`src/rtl/ram_ctrl_if.sv`:
```
// ---------------------------------------------------------------------------
// ram_ctrl_if
//   Request/response bus between a requester and ram_ctrl.
//   Requests: valid/ready handshake carrying write-enable, address and data.
//   Responses: valid/ready handshake carrying read data.
//
//   Signals
//     req_valid  requester -> ctrl   request present
//     req_ready  ctrl -> requester   request accepted when valid & ready
//     req_we     requester -> ctrl   1 = write, 0 = read
//     req_addr   requester -> ctrl   request address
//     req_wdata  requester -> ctrl   write data
//     rsp_valid  ctrl -> requester   read data available
//     rsp_ready  requester -> ctrl   consumer takes rsp_data when valid & ready
//     rsp_data   ctrl -> requester   read data, held while rsp_valid
//
//   Modports
//     master  requester side
//     slave   ram_ctrl side
// ---------------------------------------------------------------------------
interface ram_ctrl_if #(
  parameter int ADDRESS_BITS = 6,
  parameter int DATA_BITS    = 8
);
  logic                    req_valid;
  logic                    req_ready;
  logic                    req_we;
  logic [ADDRESS_BITS-1:0] req_addr;
  logic [DATA_BITS-1:0]    req_wdata;
  logic                    rsp_valid;
  logic                    rsp_ready;
  logic [DATA_BITS-1:0]    rsp_data;

  modport master (
    output req_valid, req_we, req_addr, req_wdata, rsp_ready,
    input  req_ready, rsp_valid, rsp_data
  );

  modport slave (
    input  req_valid, req_we, req_addr, req_wdata, rsp_ready,
    output req_ready, rsp_valid, rsp_data
  );
endinterface

```
`src/rtl/ram_ctrl.sv`:
```
// ---------------------------------------------------------------------------
// ram_ctrl
//   Front-end that owns the enable/address/data_in pins of a single-port ram
//   with a one-cycle registered read. Byte requests arrive on a valid/ready
//   bus; writes commit at the accepting edge (one per cycle), reads are
//   buffered into a held response (one per three cycles at full rsp_ready).
//
//   Optional feature (define RAM_CTRL_CLEAR_EN):
//     A CLEAR state sweeps every ram address to CLEAR_VALUE, one per cycle,
//     automatically after reset release and on each 'clear' pulse seen in
//     IDLE. Without the macro 'clear' is ignored and clear_busy is tied 0.
//
//   Parameters
//     ADDRESS_BITS  ram address width (must match the ram instance)
//     DATA_BITS     data width (must match the ram instance)
//     CLEAR_VALUE   word written by the clear sweep
//
//   Ports
//     clk           clock, all logic on posedge
//     rst_n         asynchronous active-low reset
//     bus           ram_ctrl_if.slave request/response bus
//     clear         one-cycle pulse: start clear sweep
//     clear_busy    clear sweep in progress
//     ram_enable    ram write strobe
//     ram_address   ram address
//     ram_data_in   ram write data
//     ram_data_out  ram read data (registered, 1-cycle latency)
// ---------------------------------------------------------------------------
module ram_ctrl #(
  parameter int                   ADDRESS_BITS = 6,
  parameter int                   DATA_BITS    = 8,
  parameter logic [DATA_BITS-1:0] CLEAR_VALUE  = '0
) (
  input  logic                    clk,
  input  logic                    rst_n,
  ram_ctrl_if.slave               bus,
  input  logic                    clear,
  output logic                    clear_busy,
  output logic                    ram_enable,
  output logic [ADDRESS_BITS-1:0] ram_address,
  output logic [DATA_BITS-1:0]    ram_data_in,
  input  logic [DATA_BITS-1:0]    ram_data_out
);

  // RD    : ram is producing data for the address sampled at the accept edge
  // RSP   : response held until the consumer takes it
  // CLEAR : sweep in progress (feature build only)
  typedef enum logic [1:0] {
    IDLE = 2'd0,
    RD   = 2'd1,
    RSP  = 2'd2
`ifdef RAM_CTRL_CLEAR_EN
    ,
    CLEAR = 2'd3
`endif
  } state_t;

`ifdef RAM_CTRL_CLEAR_EN
  localparam state_t RESET_STATE = CLEAR;
`else
  localparam state_t RESET_STATE = IDLE;
`endif

  state_t               state_q;
  state_t               state_d;
  logic                 rsp_valid_q;
  logic [DATA_BITS-1:0] rsp_data_q;
  logic                 clear_req;

`ifdef RAM_CTRL_CLEAR_EN
  logic [ADDRESS_BITS-1:0] clr_cnt_q;

  // A pulse only matters in IDLE; elsewhere the FSM never looks at it.
  assign clear_req  = clear;
  assign clear_busy = (state_q == CLEAR);

  // Sweep address counter; wraps back to 0 on the final address so the
  // next sweep starts from the bottom without an explicit reload.
  always_ff @(posedge clk or negedge rst_n) begin
    if (!rst_n) begin
      clr_cnt_q <= '0;
    end else if (state_q == CLEAR) begin
      clr_cnt_q <= clr_cnt_q + 1'b1;
    end
  end
`else
  logic clear_unused;

  assign clear_req    = 1'b0;
  assign clear_busy   = 1'b0;
  assign clear_unused = clear | (|CLEAR_VALUE);
`endif

  // NOTE: the ram array lives outside this block and is never reset; only
  // the controller's own flops return to known values on rst_n.
  always_ff @(posedge clk or negedge rst_n) begin
    if (!rst_n) begin
      state_q     <= RESET_STATE;
      rsp_valid_q <= 1'b0;
      rsp_data_q  <= '0;
    end else begin
      // NOTE: non-blocking assignments so every flop samples pre-edge values.
      state_q <= state_d;
      if (state_q == RD) begin
        // ram_data_out now holds the word addressed at the accepting edge.
        rsp_valid_q <= 1'b1;
        rsp_data_q  <= ram_data_out;
      end else if (state_q == RSP && bus.rsp_ready) begin
        rsp_valid_q <= 1'b0;
      end
    end
  end

  always_comb begin
    // NOTE: every combinational output gets a default first so no path
    // leaves it unassigned and no latch is inferred.
    state_d       = state_q;
    bus.req_ready = 1'b0;
    ram_enable    = 1'b0;
    ram_address   = bus.req_addr;
    ram_data_in   = bus.req_wdata;

    unique case (state_q)
      IDLE: begin
        // A clear pulse beats a simultaneous request.
        bus.req_ready = ~clear_req;
`ifdef RAM_CTRL_CLEAR_EN
        if (clear_req) begin
          state_d = CLEAR;
        end else
`endif
        if (bus.req_valid) begin
          if (bus.req_we) begin
            ram_enable = 1'b1;
          end else begin
            state_d = RD;
          end
        end
      end
      RD: begin
        state_d = RSP;
      end
      RSP: begin
        if (bus.rsp_ready) begin
          state_d = IDLE;
        end
      end
`ifdef RAM_CTRL_CLEAR_EN
      CLEAR: begin
        ram_enable  = 1'b1;
        ram_address = clr_cnt_q;
        ram_data_in = CLEAR_VALUE;
        if (clr_cnt_q == '1) begin
          state_d = IDLE;
        end
      end
`endif
      default: begin
        state_d = IDLE;
      end
    endcase
  end

  assign bus.rsp_valid = rsp_valid_q;
  assign bus.rsp_data  = rsp_data_q;

endmodule

```
`src/flat_wrapper.sv`:
```
// flat-port wrapper written by rule: the top's interface ports become plain ports
module ram_ctrl_flat 
#(
  parameter int                   ADDRESS_BITS = 6,
  parameter int                   DATA_BITS    = 8,
  parameter logic [DATA_BITS-1:0] CLEAR_VALUE  = '0
)
  (clk, rst_n, clear, clear_busy, ram_enable, ram_address, ram_data_in, ram_data_out, bus_req_valid, bus_req_we, bus_req_addr, bus_req_wdata, bus_rsp_ready, bus_req_ready, bus_rsp_valid, bus_rsp_data);
  ram_ctrl_if #(.ADDRESS_BITS(ADDRESS_BITS), .DATA_BITS(DATA_BITS)) bus_i ();
  input  logic clk;
  input  logic rst_n;
  input  logic clear;
  output logic clear_busy;
  output logic ram_enable;
  output logic [ADDRESS_BITS-1:0] ram_address;
  output logic [DATA_BITS-1:0] ram_data_in;
  input  logic [DATA_BITS-1:0] ram_data_out;
  input wire logic [$bits(bus_i.req_valid)-1:0] bus_req_valid;
  input wire logic [$bits(bus_i.req_we)-1:0] bus_req_we;
  input wire logic [$bits(bus_i.req_addr)-1:0] bus_req_addr;
  input wire logic [$bits(bus_i.req_wdata)-1:0] bus_req_wdata;
  input wire logic [$bits(bus_i.rsp_ready)-1:0] bus_rsp_ready;
  output wire logic [$bits(bus_i.req_ready)-1:0] bus_req_ready;
  output wire logic [$bits(bus_i.rsp_valid)-1:0] bus_rsp_valid;
  output wire logic [$bits(bus_i.rsp_data)-1:0] bus_rsp_data;
  assign bus_i.req_valid = bus_req_valid;
  assign bus_i.req_we = bus_req_we;
  assign bus_i.req_addr = bus_req_addr;
  assign bus_i.req_wdata = bus_req_wdata;
  assign bus_i.rsp_ready = bus_rsp_ready;
  assign bus_req_ready = bus_i.req_ready;
  assign bus_rsp_valid = bus_i.rsp_valid;
  assign bus_rsp_data = bus_i.rsp_data;
  ram_ctrl #(.ADDRESS_BITS(ADDRESS_BITS), .DATA_BITS(DATA_BITS), .CLEAR_VALUE(CLEAR_VALUE)) u_core (.clk(clk), .rst_n(rst_n), .bus(bus_i), .clear(clear), .clear_busy(clear_busy), .ram_enable(ram_enable), .ram_address(ram_address), .ram_data_in(ram_data_in), .ram_data_out(ram_data_out));
endmodule
```
`config.mk`:
```
export PLATFORM = sky130hd
export DESIGN_NAME = ram_ctrl_flat
export DESIGN_NICKNAME = d
export VERILOG_FILES = /design/src/rtl/ram_ctrl_if.sv /design/src/rtl/ram_ctrl.sv /design/src/flat_wrapper.sv
export SDC_FILE = /design/constraint.sdc
export NUM_CORES = 1
export LEC_CHECK = 0
export CORE_UTILIZATION = 32
export CTS_CLUSTER_DIAMETER = 150
export DETAILED_ROUTE_END_ITERATION = 10
export PLACE_DENSITY = 0.81
export SLEW_MARGIN = 15
export SYNTH_ARGS = -nofsm -noshare
export SYNTH_HDL_FRONTEND = slang
export SYNTH_SLANG_ARGS = --single-unit
```
`constraint.sdc`:
```
create_clock -name clk -period 1.7 [get_ports clk]
set_input_delay 0.34 -clock clk [delete_from_list [all_inputs] [get_ports clk]]
set_output_delay 0.34 -clock clk [all_outputs]
set_load 0.02 [all_outputs]
```
# After elaboration in Yosys (flattened, before gate mapping)
# Cells that the tools add are included.
# W data, S select, Z words.
[op_classes]
n_addsub = 0
n_mul = 0
div_mod_pow = 0
order_cmp = 0
eq_ne = 5
shift = 0
mux = 10
n_bitwise = 0
n_reduce_logical = 4
[op_table]
columns = ["operator", "n"]
rows = [
  ["$mux W1", 6],
  ["$mux W2", 3],
  ["$ne A2 B2 Y1 const B", 3],
  ["$pmux W2 S3", 1],
  ["$reduce_and A3 Y1", 1],
  ["$eq A2 B1 Y1 const B", 1],
  ["$eq A2 B2 Y1 const B", 1],
  ["$logic_not A2 Y1", 1],
  ["$reduce_bool A2 Y1", 1],
  ["$logic_and A1 B1 Y1", 1],
]
[word_totals]
regBits = 11
latch_bits = 0
mem_bits_rw = 0
rom_bits = 0
inputBits = 28
out_inout_bits = 26
wordCells = 22
mem_count = 0

# Logic depth before layout (Yosys ltp)
[logic_depth]
depth_word = 4
ltp_mapped = 3
ltp_nobuf = 2

# Worst setup path before layout
# OpenSTA, ideal clock, no wires.
[synth_path]
path_kind = "flip-flop to output port"
start = "reg u_core.state_q[1]"
end = "out ram_enable"
t_arrival_ns = 1.052
path_slack_ns = 0.308
stages_incl_launch_ff = 3
path_buffers = 0
path_cell_list = "dfrtp_1 > nor2_1 > and3_1"
[synth_between]
elab_chain_cells = 2
[synth_rtl]
columns = ["item", "line", "source"]
rows = [
  ["from (decl)", "ram_ctrl.sv:64", "state_t state_q;"],
  ["from (signal assigned)", "ram_ctrl.sv:103", "state_q <= state_d;"],
  ["$logic_not A2 Y1", "ram_ctrl.sv:123", "unique case (state_q)"],
  ["$mux W1", "ram_ctrl.sv:123", ""],
  ["to (decl)", "flat_wrapper.sv:14", "output logic ram_enable;"],
]
# No other way between the ends.

# Worst setup path after layout
[layout_path]
start = "in bus_req_we"
end = "out ram_enable"
[layout_between]
elab_chain_cells = 3
[layout_rtl]
columns = ["item", "line", "source"]
rows = [
  ["from (decl)", "flat_wrapper.sv:19", "input wire logic [$bits(bus_i.req_we)-1:0] bus_req_we;"],
  ["$mux W1", "ram_ctrl.sv:133", "if (bus.req_we) begin"],
  ["$mux W1", "ram_ctrl.sv:132", "if (bus.req_valid) begin"],
  ["$mux W1", "ram_ctrl.sv:123", ""],
]
# No other way between the ends.

==> flow_metrics.env <==
export IMPL_insertion_delay_ns=0.26
export IMPL_first_pass_grt_wire_length_um=1660
export IMPL_regToRegStartpoint="u_core.state_q[1]$_DFFE_PN0P_"
export IMPL_clk_pin_slew_ns=0.07
export IMPL_dpl_instance_area_um2=737
export IMPL_htree_num_levels=1
export IMPL_netSwitchingPower_uw=321
export IMPL_holdBufCountCts=0
export IMPL_wirelength_um=984
export IMPL_drive_above_1_share_pct=24.1
export IMPL_power_frac_seq_pct=37.8
export IMPL_synth_area_in_compound_gates_pct=2.78
export IMPL_comb_power_share_pct=45.4
export IMPL_cp_required_ns=1.36
export IMPL_timing_hold_worst_class="input pin to async pin"
export IMPL_status="complete, no violations"
export IMPL_critical_path_arrival_ns=1.28
export IMPL_cp_startpoint="bus_req_we"
export IMPL_place_port_buffers=23
export IMPL_maximum_number_of_pins_on_one_net_before_global_route_repair=12
export IMPL_clock_root_buffer="sky130_fd_sc_hd__clkbuf_4"
export IMPL_cp_end_kind="primary output"
export IMPL_drtAntennaViolNets=0
export IMPL_drv_max_cap_violation_count=0
export IMPL_detail_route_wl_per_cell_um=11.9
export IMPL_insertedDiodeCount=0
export IMPL_synth_cell_types=14
export IMPL_floorplan_initialDensity_pct=33.8
export IMPL_viasPerCell=4.27
export IMPL_max_freq_mhz=617
export IMPL_final_hold_viol_count=0
export IMPL_cp_max_fo=2
export IMPL_synth_instances=45
export IMPL_power_per_cell_area_mw_per_mm2=1360
export IMPL_slew_viol_final=0
export IMPL_max_clock_path_buffers=2
export IMPL_die_area_mm2=0.00200
export IMPL_static_leakage_power_nw=0.339
export IMPL_post_synthesis_share_of_cell_area_spent_on_xor_and_xnor_gates_pct=0
export IMPL_clock_power_share_pct=16.8
export IMPL_synth_avg_cell_area_um2=13.0
export IMPL_fraction_of_synthesized_area_in_multiplexers_pct=20.6
export IMPL_synth_adder_area_share_pct=0
export IMPL_firstDrtPassIters=2
export IMPL_tritoncts="built"
export IMPL_grt_total_usage_pct=11.5
export IMPL_vertical_die_dimension_um=44.7
export IMPL_layoutNonFillerInstCount=83
export IMPL_first_global_vias=375
export IMPL_p_int_uw=711
export IMPL_swShare_pct=31.1
export IMPL_synth_net_count=73
export IMPL_worst_setup_path_start_kind="input pin"
export IMPL_timing_final_setup_violations=0
export IMPL_vdd_drop_max_mv=0.588
export IMPL_relSlewSlack_pct=58.6
export IMPL_finalCriticalPeriod_ns=1.62
export IMPL_detail_route_drc_violations=0
export IMPL_die_width_um=44.7
export IMPL_std_cell_rows=15
export IMPL_post_cts_setup_buffers=0
export IMPL_cts_inserted_buffers=3
export IMPL_antenna_found_initial=0
export IMPL_hold_ws_ns=0.409
export IMPL_clkSinkCount=11
export IMPL_critical_path_class="input pin to primary output"
export IMPL_final_core_utilization_pct=44.1
export IMPL_min_period_over_period_pct=95.3
export IMPL_synth_cell_area_um2=584
export IMPL_placedCellCount=79
export IMPL_final_nets=87
export IMPL_design_area_um2=761
export IMPL_num_vias=354
export IMPL_ctsResizeCount=2
export IMPL_place_detailed_hpwl_um=736
export IMPL_timing_clock_skew_ns=0.00227
export IMPL_routabilityCongestion=0.603
export IMPL_timing_setup_tns_ns=0
export IMPL_synthesis_yosys_warnings=0
export IMPL_synth_seq_cells=11
export IMPL_synth_top_family_by_area="buffers and inverters"
export IMPL_coreArea_mm2=0.00173
export IMPL_worst_slew_pin_slew_ns=0.618
export IMPL_leftover_overflow_at_the_end_of_global_routing=0
export IMPL_setup_repair_after_global_routing_missed_its_margin="false"
export IMPL_top_level_ports=54
export IMPL_ys_seq_area_share_pct=47.1
export IMPL_drt_iter0_drc=1
export IMPL_syn2layout_area_growth_pct=30.2
export IMPL_yosys_area_share_simple_pct=7.07
-- layout make-up --
cell class	count	area [um^2]
inverters	1	3.75
multi-input cells	17	181
fillers	175	966
repair buffers	25	243
well taps	25	31.3
flip-flops and latches	11	275
clock buffers	4	26.3
-- layer usage --
metal	GRT usage, %	routed length, um
met2	19.1	503
met4	3.64	0
met3	6.40	92
met5	0	0
met1	12.4	388
-- stage by stage --
stage                     power [mW]  worst slack [ns]
after floorplan                0.695             0.308
after global placement         0.861            -0.183
after CTS                       1.05            0.0722
final                           1.03            0.0794
after detailed placement       0.872            -0.204
after global routing            1.10            0.0347
-- cells in the final DEF, fill, tap and decap left out --
| master | Yosys | final |
|---|---|---|
| sky130_fd_sc_hd__nor2b_2 | 1 | 1 |
| sky130_fd_sc_hd__conb_1 | 1 | 1 |
| sky130_fd_sc_hd__a2bb2oi_1 | 1 | 1 |
| sky130_fd_sc_hd__clkbuf_1 | 0 | 1 |
| sky130_fd_sc_hd__clkbuf_4 | 0 | 3 |
| sky130_fd_sc_hd__a21boi_0 | 1 | 1 |
| sky130_fd_sc_hd__dlygate4sd2_1 | 0 | 2 |
| sky130_fd_sc_hd__and3_1 | 1 | 1 |
| sky130_fd_sc_hd__nor4b_1 | 1 | 1 |
| sky130_fd_sc_hd__nor2_1 | 1 | 1 |
| sky130_fd_sc_hd__mux2_4 | 8 | 8 |
| sky130_fd_sc_hd__nor3b_1 | 1 | 1 |
| sky130_fd_sc_hd__buf_4 | 15 | 2 |
| sky130_fd_sc_hd__clkdlybuf4s50_1 | 0 | 21 |
| sky130_fd_sc_hd__or2_1 | 1 | 1 |
| sky130_fd_sc_hd__inv_1 | 1 | 1 |
| sky130_fd_sc_hd__dfrtp_1 | 11 | 11 |
-- path summary, 6_finish.rpt --
check	endpoint	slack (ns)	cells past startpoint
hold reg to reg	u_core.bus.rsp_data[5]$_DFFE_PN0P_	0.51	1
setup / recovery	ram_enable	0.08	3
hold / removal	u_core.bus.rsp_data[5]$_DFFE_PN0P_	0.41	1
max in group asynchronous	u_core.bus.rsp_data[7]$_DFFE_PN0P_	0.96	1
setup reg to reg	u_core.bus.rsp_data[7]$_DFFE_PN0P_	0.18	3
min in group clk	u_core.bus.rsp_data[5]$_DFFE_PN0P_	0.51	1
-- cell usage after synthesis --
library cell | instances | area share [%]
sky130_fd_sc_hd__a2bb2oi_1 | 1 | 1.5
sky130_fd_sc_hd__or2_1 | 1 | 1.1
sky130_fd_sc_hd__buf_4 | 15 | 19
sky130_fd_sc_hd__nor2_1 | 1 | 0.64
sky130_fd_sc_hd__nor4b_1 | 1 | 1.5
sky130_fd_sc_hd__conb_1 | 1 | 0.64
sky130_fd_sc_hd__buf_6 | 1 | 1.9
sky130_fd_sc_hd__nor2b_2 | 1 | 1.5
sky130_fd_sc_hd__and3_1 | 1 | 1.1
sky130_fd_sc_hd__dfrtp_1 | 11 | 47
sky130_fd_sc_hd__mux2_4 | 8 | 21
sky130_fd_sc_hd__inv_1 | 1 | 0.64
sky130_fd_sc_hd__nor3b_1 | 1 | 1.3
sky130_fd_sc_hd__a21boi_0 | 1 | 1.3
-- registers in the layout (all words and copies together) (netlist names) --
| signal | cells |
|---|---|
| u_core.state_q | 2 |
| u_core.bus.rsp_data | 8 |
| u_core.bus.rsp_valid | 1 |
-- cells by family (layout without fill, tap and decap cells) --
group,count (synthesis),count (layout)
compound gates,2,2
simple gates,6,6
other cells,1,1
buf+inv,17,30
mux,8,8
flops,11,11
-- power by group through the flow --
stage          sequential, mW  clock, mW  combinational [mW]
5_1_grt                 0.401      0.200               0.497
3_5_place_dp            0.395          0               0.477
2_1_floorplan           0.494          0               0.201
4_1_cts                 0.391      0.181               0.475
3_3_place_gp            0.392          0               0.470
6_report                0.390      0.173               0.468
-- critical path: stages --
cell and delay (ns):
sky130_fd_sc_hd__clkdlybuf4s50_1 0.47, sky130_fd_sc_hd__and3_1 0.14, sky130_fd_sc_hd__dlygate4sd2_1 0.33
(Power assumes the default switching activity.)
